===== src/rtl/hex_reader_pkg.sv =====
// Shared constants for seven-segment readback: legal active-low codes,
// segment bit positions and the reader state type.
package hex_reader_pkg;

    localparam logic [6:0] HEX_0 = 7'h40;
    localparam logic [6:0] HEX_1 = 7'h79;
    localparam logic [6:0] HEX_2 = 7'h24;
    localparam logic [6:0] HEX_3 = 7'h30;
    localparam logic [6:0] HEX_4 = 7'h19;
    localparam logic [6:0] HEX_5 = 7'h12;
    localparam logic [6:0] HEX_6 = 7'h02;
    localparam logic [6:0] HEX_7 = 7'h78;
    localparam logic [6:0] HEX_8 = 7'h00;
    localparam logic [6:0] HEX_9 = 7'h10;
    localparam logic [6:0] HEX_A = 7'h08;
    localparam logic [6:0] HEX_B = 7'h03;
    localparam logic [6:0] HEX_C = 7'h46;
    localparam logic [6:0] HEX_D = 7'h21;
    localparam logic [6:0] HEX_E = 7'h06;
    localparam logic [6:0] HEX_F = 7'h0E;

    localparam int SEG_A = 0;
    localparam int SEG_B = 1;
    localparam int SEG_C = 2;
    localparam int SEG_D = 3;
    localparam int SEG_E = 4;
    localparam int SEG_F = 5;
    localparam int SEG_G = 6;

    typedef enum logic {
        COLLECT = 1'b0,
        HOLD    = 1'b1
    } state_t;

endpackage


===== src/rtl/hex_reader_seg_decode.sv =====
// Active-low 7-segment pattern to {legal, nibble} lookup.
// Purely combinational so other display checkers can reuse it.
module hex_reader_seg_decode
    import hex_reader_pkg::*;
(
    input  logic [6:0] seg,
    output logic       legal,
    output logic [3:0] nibble
);

    always_comb begin
        legal  = 1'b1;
        nibble = 4'h0;
        unique case (seg)
            HEX_0:   nibble = 4'h0;
            HEX_1:   nibble = 4'h1;
            HEX_2:   nibble = 4'h2;
            HEX_3:   nibble = 4'h3;
            HEX_4:   nibble = 4'h4;
            HEX_5:   nibble = 4'h5;
            HEX_6:   nibble = 4'h6;
            HEX_7:   nibble = 4'h7;
            HEX_8:   nibble = 4'h8;
            HEX_9:   nibble = 4'h9;
            HEX_A:   nibble = 4'hA;
            HEX_B:   nibble = 4'hB;
            HEX_C:   nibble = 4'hC;
            HEX_D:   nibble = 4'hD;
            HEX_E:   nibble = 4'hE;
            HEX_F:   nibble = 4'hF;
            default: legal  = 1'b0;
        endcase
    end

endmodule


===== src/rtl/hex_reader.sv =====
// Recovers hex digits from a stable 7-segment bus and assembles words.
// Optional saturating illegal-code counter: HEXREADER_ERRCNT_EN.
module hex_reader
    import hex_reader_pkg::*;
#(
    parameter int DIGITS        = 4,
    parameter int STABLE_CYCLES = 3
) (
    input  logic                clk,
    input  logic                reset,
    input  logic [6:0]          segments,
    input  logic                seg_valid,
    output logic [4*DIGITS-1:0] value,
    output logic                value_valid,
    input  logic                value_ready,
    output logic                error
`ifdef HEXREADER_ERRCNT_EN
    ,
    output logic [7:0]          error_count
`endif
);

    localparam int         W     = 4 * DIGITS;
    localparam logic [3:0] STB_N = 4'(STABLE_CYCLES);
    localparam logic [3:0] DIG_N = 4'(DIGITS);

    state_t         state_q, state_d;
    logic [6:0]     prev_seg_q;
    logic           prev_vld_q, prev_vld_d;
    logic [3:0]     cnt_q, cnt_d;
    logic           armed_q, armed_d;
    logic [3:0]     dcnt_q, dcnt_d;
    logic [W-1:0]   shift_q, shift_d;
    logic [W-1:0]   value_d;
    logic           vv_d;
    logic           err_d;
    logic           legal;
    logic [3:0]     nibble;

    hex_reader_seg_decode u_dec (
        .seg    (segments),
        .legal  (legal),
        .nibble (nibble)
    );

    always_comb begin
        state_d    = state_q;
        prev_vld_d = 1'b0;
        cnt_d      = cnt_q;
        armed_d    = armed_q;
        dcnt_d     = dcnt_q;
        shift_d    = shift_q;
        value_d    = value;
        vv_d       = value_valid;
        err_d      = 1'b0;
        unique case (state_q)
            COLLECT: begin
                prev_vld_d = seg_valid;
                if (!seg_valid) begin
                    cnt_d   = 4'd0;
                    armed_d = 1'b1;
                end else if (prev_vld_q && segments != prev_seg_q) begin
                    cnt_d   = 4'd1;
                    armed_d = 1'b1;
                end else if (cnt_q < STB_N) begin
                    cnt_d = 4'(cnt_q + 4'd1);
                end
                // One acceptance per stable run; re-arm comes from gap or change.
                if (seg_valid && armed_d && cnt_d == STB_N) begin
                    armed_d = 1'b0;
                    if (legal) begin
                        shift_d = (shift_q << 4) | W'(nibble);
                        dcnt_d  = 4'(dcnt_q + 4'd1);
                        if (dcnt_d == DIG_N) begin
                            value_d = shift_d;
                            vv_d    = 1'b1;
                            dcnt_d  = 4'd0;
                            state_d = HOLD;
                        end
                    end else begin
                        err_d = 1'b1;
                    end
                end
            end
            HOLD: begin
                cnt_d = 4'd0;
                if (value_ready) begin
                    vv_d    = 1'b0;
                    dcnt_d  = 4'd0;
                    armed_d = 1'b1;
                    state_d = COLLECT;
                end
            end
            default: state_d = COLLECT;
        endcase
    end

    always_ff @(posedge clk) begin
        if (reset) begin
            state_q     <= COLLECT;
            prev_seg_q  <= 7'h7F;
            prev_vld_q  <= 1'b0;
            cnt_q       <= 4'd0;
            armed_q     <= 1'b1;
            dcnt_q      <= 4'd0;
            shift_q     <= '0;
            value       <= '0;
            value_valid <= 1'b0;
            error       <= 1'b0;
        end else begin
            state_q     <= state_d;
            prev_seg_q  <= segments;
            prev_vld_q  <= prev_vld_d;
            cnt_q       <= cnt_d;
            armed_q     <= armed_d;
            dcnt_q      <= dcnt_d;
            shift_q     <= shift_d;
            value       <= value_d;
            value_valid <= vv_d;
            error       <= err_d;
        end
    end

`ifdef HEXREADER_ERRCNT_EN
    logic [7:0] errcnt_q;

    always_ff @(posedge clk) begin
        if (reset) begin
            errcnt_q <= 8'd0;
        end else if (err_d && errcnt_q != 8'hFF) begin
            errcnt_q <= errcnt_q + 8'd1;
        end
    end

    assign error_count = errcnt_q;
`endif

endmodule


===== config.mk =====
export PLATFORM = sky130hd
export DESIGN_NAME = hex_reader
export DESIGN_NICKNAME = d
export VERILOG_FILES = /design/src/rtl/hex_reader_pkg.sv /design/src/rtl/hex_reader_seg_decode.sv /design/src/rtl/hex_reader.sv
export SDC_FILE = /design/constraint.sdc
export NUM_CORES = 1
export LEC_CHECK = 0
export CORE_ASPECT_RATIO = 0.7
export CORE_UTILIZATION = 59
export CTS_CLUSTER_DIAMETER = 80
export DETAILED_ROUTE_END_ITERATION = 7
export GPL_TIMING_DRIVEN = 0
export PLACE_DENSITY = 0.8
export SETUP_SLACK_MARGIN = 0.5
export SLEW_MARGIN = 25
export SYNTH_ARGS = -nofsm -noshare
export SYNTH_HDL_FRONTEND = slang
export SYNTH_SLANG_ARGS = --single-unit

===== constraint.sdc =====
create_clock -name clk -period 5.7 [get_ports clk]
set_input_delay 0.855 -clock clk [delete_from_list [all_inputs] [get_ports clk]]
set_output_delay 0.855 -clock clk [all_outputs]
set_load 0.05 [all_outputs]

# [Word-level counts from Yosys, hierarchy flattened]
# Cells that the tools add are included.
[word_totals] wordCells=78 in_bits=11 register_bits=48
[op_classes] reduce_logical=11 n_mux=29 bitwise=3 order_cmp=1 n_addsub=2 n_eq_ne=22
[op_table] op="one-hot mux 4 bit (15 select lines)" n=1
[op_table] op="2-to-1 mux 4 bit" n=8
[op_table] op="== test 7 bit (second input constant)" n=4
[op_table] op="== test 7 x 5 -> 1 bit (second input constant)" n=3
[op_table] op="== test 7 x 6 -> 1 bit (second input constant)" n=3
[op_table] op="OR 16 x 4 -> 16 bit" n=1
[op_table] op="one-hot mux 4 bit (2 select lines)" n=2
[op_table] op="OR reduction 16 bit" n=1
[op_table] op="2-to-1 mux 1 bit" n=15
[op_table] op="== test 7 x 2 -> 1 bit (second input constant)" n=2
[op_table] op="== test 7 x 4 -> 1 bit (second input constant)" n=2
[op_table] op="adder 4 x 1 -> 4 bit (second input constant)" n=2
[op_table] op="!= test 2 bit (second input constant)" n=4
[op_table] op="AND reduction 4 bit" n=2
[op_table] op="== test 7 x 3 -> 1 bit (second input constant)" n=1
[op_table] op="zero test 7 bit" n=1
[op_table] op="!= test 7 bit" n=1
[op_table] op="one-hot mux 1 bit (2 select lines)" n=3
[op_table] op="AND reduction 3 bit" n=2
[op_table] op="== test 4 x 2 -> 1 bit (second input constant)" n=1
[op_table] op="== test 4 x 3 -> 1 bit (second input constant)" n=1
[op_table] op="less-than comparator 4 x 2 -> 1 bit (second input constant)" n=1
[op_table] op="logical AND 1 bit" n=3
[op_table] op="OR reduction 3 bit" n=1
[op_table] op="2 further kinds" n=3

# [Logic depth before layout (Yosys ltp)]
[logic_depth] depth_word=9 mapped_depth=10 ltp_nobuf=7

# [Modules after synthesis]
# A second synthesis with hierarchy kept.
[hier_totals] hier_cells=242 hier_area_um2=2397.3
[modules_own_cells] mod="hex_reader" cells_each=186 n_inst=1 seq_area_each_um2=960.9 area_per_inst_um2=2033.2
[modules_own_cells] mod="hex_reader_seg_decode" cells_each=56 n_inst=1 seq_area_each_um2=0.0 area_per_inst_um2=364.1

# [Worst setup path before layout]
# No wires, ideal clock.
[synth_path] path_type="in2reg" from="in segments[0]" to="reg value[3]" setup_ns=0.123 required_time_ns=5.577 setup_slack_ns=3.065 path_stages=6 t_arrival_ns=2.511 path_buffers=1 cell_sequence="buf_2 -> xor2_1 -> o41a_1 -> a311oi_2 -> nand2_2 -> mux2_1"
[synth_via] elab_chain_len=8 word_cells_on_any_way=32 classes_between="eq/ne (17); mux (8); bitwise (1); reduce/logical (6)"
[synth_lines] element="start, declared" line="hex_reader.sv:11" rtl="input logic [6:0] segments,"
[synth_lines] element="!= test 7 bit" line="hex_reader.sv:62" rtl="end else if (prev_vld_q && segments != prev_seg_q) begin"
[synth_lines] element="logical AND 1 bit" line="hex_reader.sv:62"
[synth_lines] element="2-to-1 mux 4 bit / 2-to-1 mux 1 bit (equally long branches)" line="hex_reader.sv:62"
[synth_lines] element="2-to-1 mux 4 bit / 2-to-1 mux 1 bit (equally long branches)" line="hex_reader.sv:59" rtl="if (!seg_valid) begin"
[synth_lines] element="2-to-1 mux 4 bit / 2-to-1 mux 1 bit (equally long branches)" line="hex_reader.sv:56" rtl="unique case (state_q)"
[synth_lines] element="== test 4 x 2 -> 1 bit / logical AND 1 bit (equally long branches)" line="hex_reader.sv:69" rtl="if (seg_valid && armed_d && cnt_d == STB_N) begin"
[synth_lines] element="logical AND 1 bit" line="hex_reader.sv:69"
[synth_lines] element="AND reduction 4 bit (no line)"
[synth_lines] element="end signal, assigned" line="hex_reader.sv:118" rtl="value <= value_d;"
[synth_lines] element="end, declared" line="hex_reader.sv:13" rtl="output logic [4*DIGITS-1:0] value,"
# Several ways; a longest one is shown, not always the timed one. The select of a mux whose other input is x is not followed.
# A chain may end at the register's enable or synchronous reset.

# [Worst setup path in the final report]
[layout_path] from="in segments[5]" to="reg value[6]"
[layout_via] elab_chain_len=8 word_cells_on_any_way=30 classes_between="eq/ne (17); mux (7); reduce/logical (6)"
[layout_lines] element="!= test 7 bit" line="hex_reader.sv:62"
[layout_lines] element="logical AND 1 bit" line="hex_reader.sv:62"
[layout_lines] element="2-to-1 mux 4 bit / 2-to-1 mux 1 bit (equally long branches)" line="hex_reader.sv:62"
[layout_lines] element="2-to-1 mux 4 bit / 2-to-1 mux 1 bit (equally long branches)" line="hex_reader.sv:59"
[layout_lines] element="2-to-1 mux 4 bit / 2-to-1 mux 1 bit (equally long branches)" line="hex_reader.sv:56"
[layout_lines] element="== test 4 x 2 -> 1 bit / logical AND 1 bit (equally long branches)" line="hex_reader.sv:69"
[layout_lines] element="logical AND 1 bit" line="hex_reader.sv:69"
[layout_lines] element="AND reduction 4 bit (no line) *"
# Mark *: on every way between the ends. The rest lies on a longest branch, timed or not. The select of a mux whose other input is x is not followed.

==> flow_metrics.py <==
metrics = {
    "status": {
        "status": "finished, final reports clean",
    },
    "place": {
        "dpl_worst_slack_ns": 2.18,
        "hpwl_mm": 3.85,
        "place_congestion": 0.863,
        "portBuffers": 28,
    },
    "pwr": {
        "p_per_area_nw_per_um2": 224,
        "p_leak_nw": 1.14,
        "power_switching_mw": 0.161,
        "ir_worst_vdd_uv": 181,
        "internal-power_mw": 0.503,
        "power_frac_comb_pct": 11.4,
        "p_clk_share_pct": 36.9,
        "p_seq_share_pct": 51.7,
        "swShare_pct": 24.2,
    },
    "die": {
        "dieWidth_microns": 79.8,
        "die-area_sq_um": 4500,
        "die_h_microns": 56.4,
        "start_util_pct": 62.6,
        "num_io_pins": 29,
        "rows": 19,
        "core-area_sq_um": 3990,
    },
    "min_path": {
        "hold_class": "flip-flop to flip-flop",
    },
    "timing": {
        "timing.final.crit_share_pct": 57.0,
        "slew_headroom_pct": 58.2,
        "fin_crit_ns": 3.25,
        "fin_ws_ns": 2.45,
        "finalSetupViolations": 0,
        "setup_tns_ns": 0,
        "tightest_slew_ns": 0.624,
        "max_freq_mhz": 308,
        "fin_skew_ns": 0.00700,
        "drv_slew": 0,
        "rsz0062_at_grt": "no",
        "hold_violations": 0,
        "hold_ws_ns": 0.480,
    },
    "setup_path": {
        "startpoint_type": "primary input",
        "path_buf_inv": 3,
        "crit_family": "buffers and inverters",
        "critPathKind": "primary input to flip-flop",
        "cp-end-kind": "flip-flop",
        "cp_max_fo": 10,
        "max_stage_delay_ns": 0.60,
        "slowest_stage": "clkdlybuf4s50_1",
        "crit_required_ns": 5.90,
        "worstPathCellList": "clkdlybuf4s50_1 -> buf_4 -> xor2_1 -> o41ai_4 -> nand3b_2 -> or2_1 -> clkbuf_1 -> a31o_1",
        "critPathArrivalTime_ns": 3.44,
    },
    "synth": {
        "synthTopCellsByArea": "dfxtp_1 (38%), mux2i_1 (6.0%), xnor2_4 (4.4%), nand2_1 (4.2%), nor3_1 (3.8%)",
        "avgSynthCellArea_sq_um": 9.68,
        "ys_warn_count": 0,
        "synthesis.nets": 272,
        "yosysUniqueCellTypes": 61,
        "netlist_area_sq_um": 2500,
        "synth_edf_count": 0,
        "synthCells": 258,
        "synth_most_common_cell": "dfxtp_1",
        "ys_ff_latch": 48,
        "seq_area_frac_synth_pct": 38.5,
        "synth_common_cells": "dfxtp_1 (48), nand2_1 (28), nor3_1 (19)",
        "synth_top_area_share_pct": 38.5,
        "synth_async_sr_flop_share_pct": 0,
        "ys.flop_type": "dfxtp_1",
        "synth_area_leader_cell": "dfxtp_1",
    },
    "layout": {
        "utilization_pct": 74.0,
        "nets": 307,
        "fill_cells": 306,
        "drive_gt1_share_pct": 15.3,
        "area_delta_synth_final_pct": 18.3,
        "diodes": 0,
    },
    "global_routing": {
        "grt_remaining_overflow": 0,
        "grt_pass1_wl_mm": 8.85,
        "grt_max_degree": 16,
        "grt_pass1_vias": 1846,
        "grt_util_all_layers_pct": 25.6,
        "grt_antenna_before_repair": 0,
    },
    "cts": {
        "clock_sinks": 48,
        "path_clk_slew_ns": 0.09,
        "post_cts_buffers": 0,
        "postCtsHoldBufs": 0,
        "clock_latency_ns": 0.30,
        "numCtsBuffers": 5,
        "cts_resized": 0,
        "clockBufferDepth": 2,
        "cts_root_buffer": "clkbuf_8",
        "cts_max_level": 2,
        "cts_tree": "done",
    },
    "route": {
        "firstDrtPassIters": 4,
        "wire_per_inst_microns": 15.9,
        "wl_mm": 5.49,
        "route.detailed.drc": 0,
        "drt_iter0_drc": 129,
        "ant_nets": 0,
        "num_vias": 2111,
        "viasPerCell": 6.10,
    },
    "flow_run": {
        "maxCapViolations": 0,
    },
}
worst register-to-register path, cell delays in order, from the launching register on:
cell      delay [ns]
dfxtp_1         0.45
ha_1            0.24
inv_1           0.06
nor3b_1         0.19
a31oi_1         0.26
nand3b_2        0.42
or2_1           0.28
clkbuf_1        0.22
a31o_1          0.29
state kept, by name (all words and copies together), names as in the netlist:
name	count
dcnt_q	4
armed_q	1
value	16
shift_q	12
value_valid	1
error	1
prev_seg_q	7
prev_vld_q	1
state_q	1
cnt_q	4
power groups by stage:
stage / Clock, mW / Sequential [mW] / Combinational (mW)
4_1_cts: 0.245 / 0.343 / 0.0749
6_report: 0.245 / 0.343 / 0.0756
3_3_place_gp: 0 / 0.351 / 0.0730
3_5_place_dp: 0 / 0.351 / 0.0743
2_1_floorplan: 0 / 0.351 / 0.0525
5_1_grt: 0.261 / 0.344 / 0.0804
final cells by class:
cell class | instances | area (sq um) | area share [%]
clock buffers | 5 | 68.8 | 2.33
flip-flops and latches | 48 | 961 | 32.5
inverters | 3 | 11.3 | 0.381
clock inverters | 3 | 42.5 | 1.44
well taps | 52 | 65.1 | 2.20
multi-input cells | 190 | 1400 | 47.4
plain buffers | 17 | 126 | 4.28
repair buffers | 28 | 280 | 9.48
path summary, 6_finish.rpt:
check                                       startpoint                      to  slack, ns  depth (start not counted)
worst min-delay path            value[11]$_SDFFE_PP0P_  value[11]$_SDFFE_PP0P_       0.48                          1
worst max register to register  dcnt_q[0]$_SDFFE_PP0P_   value[6]$_SDFFE_PP0P_       3.18                          8
worst min register to register  value[11]$_SDFFE_PP0P_  value[11]$_SDFFE_PP0P_       0.48                          1
worst max-delay path                       segments[5]   value[6]$_SDFFE_PP0P_       2.45                          8
cells in the final DEF (no fill, tap or decap), types with 7 or more instances in the layout:
cell             netlist  final
a21oi_1                7      7
a31o_1                 9      9
buf_6                  7      7
clkdlybuf4s50_1        0     28
dfxtp_1               48     48
mux2i_1               15     15
nand2_1               28     28
nor2_1                12     12
nor3_1                19     19
o21ai_0                7      7
or2_2                 10     10
cells by family (layout without fill, tap and decap cells):
group	Yosys count	after routing	synth area share [%]
simple gates	107	107	24.1
compound gates	53	53	17.1
flops	48	48	38.5
buf+inv	20	56	5.51
mux	16	16	6.46
xor+xnor	11	11	6.86
fa+ha+maj	3	3	1.50
stage by stage:
stage	cell area (sq um)	power, mW	std cells
finish	2960	0.663	346
CTS	2960	0.662	346
floorplan	2500	0.403	258
detailed placement	2840	0.425	338
global placement	2840	0.423	338
global route	2960	0.685	346
metal layers:
layer  vias up  share of wire (%)  global-route usage (%)
li1       1025                  -                       -
met1      1000                 49                    37.3
met2        77                 44                    37.4
met3         9                6.2                    6.18
met4         0               0.89                    7.14
met5         -                  0                       0
Note: power is estimated with default switching activity, not from simulation.
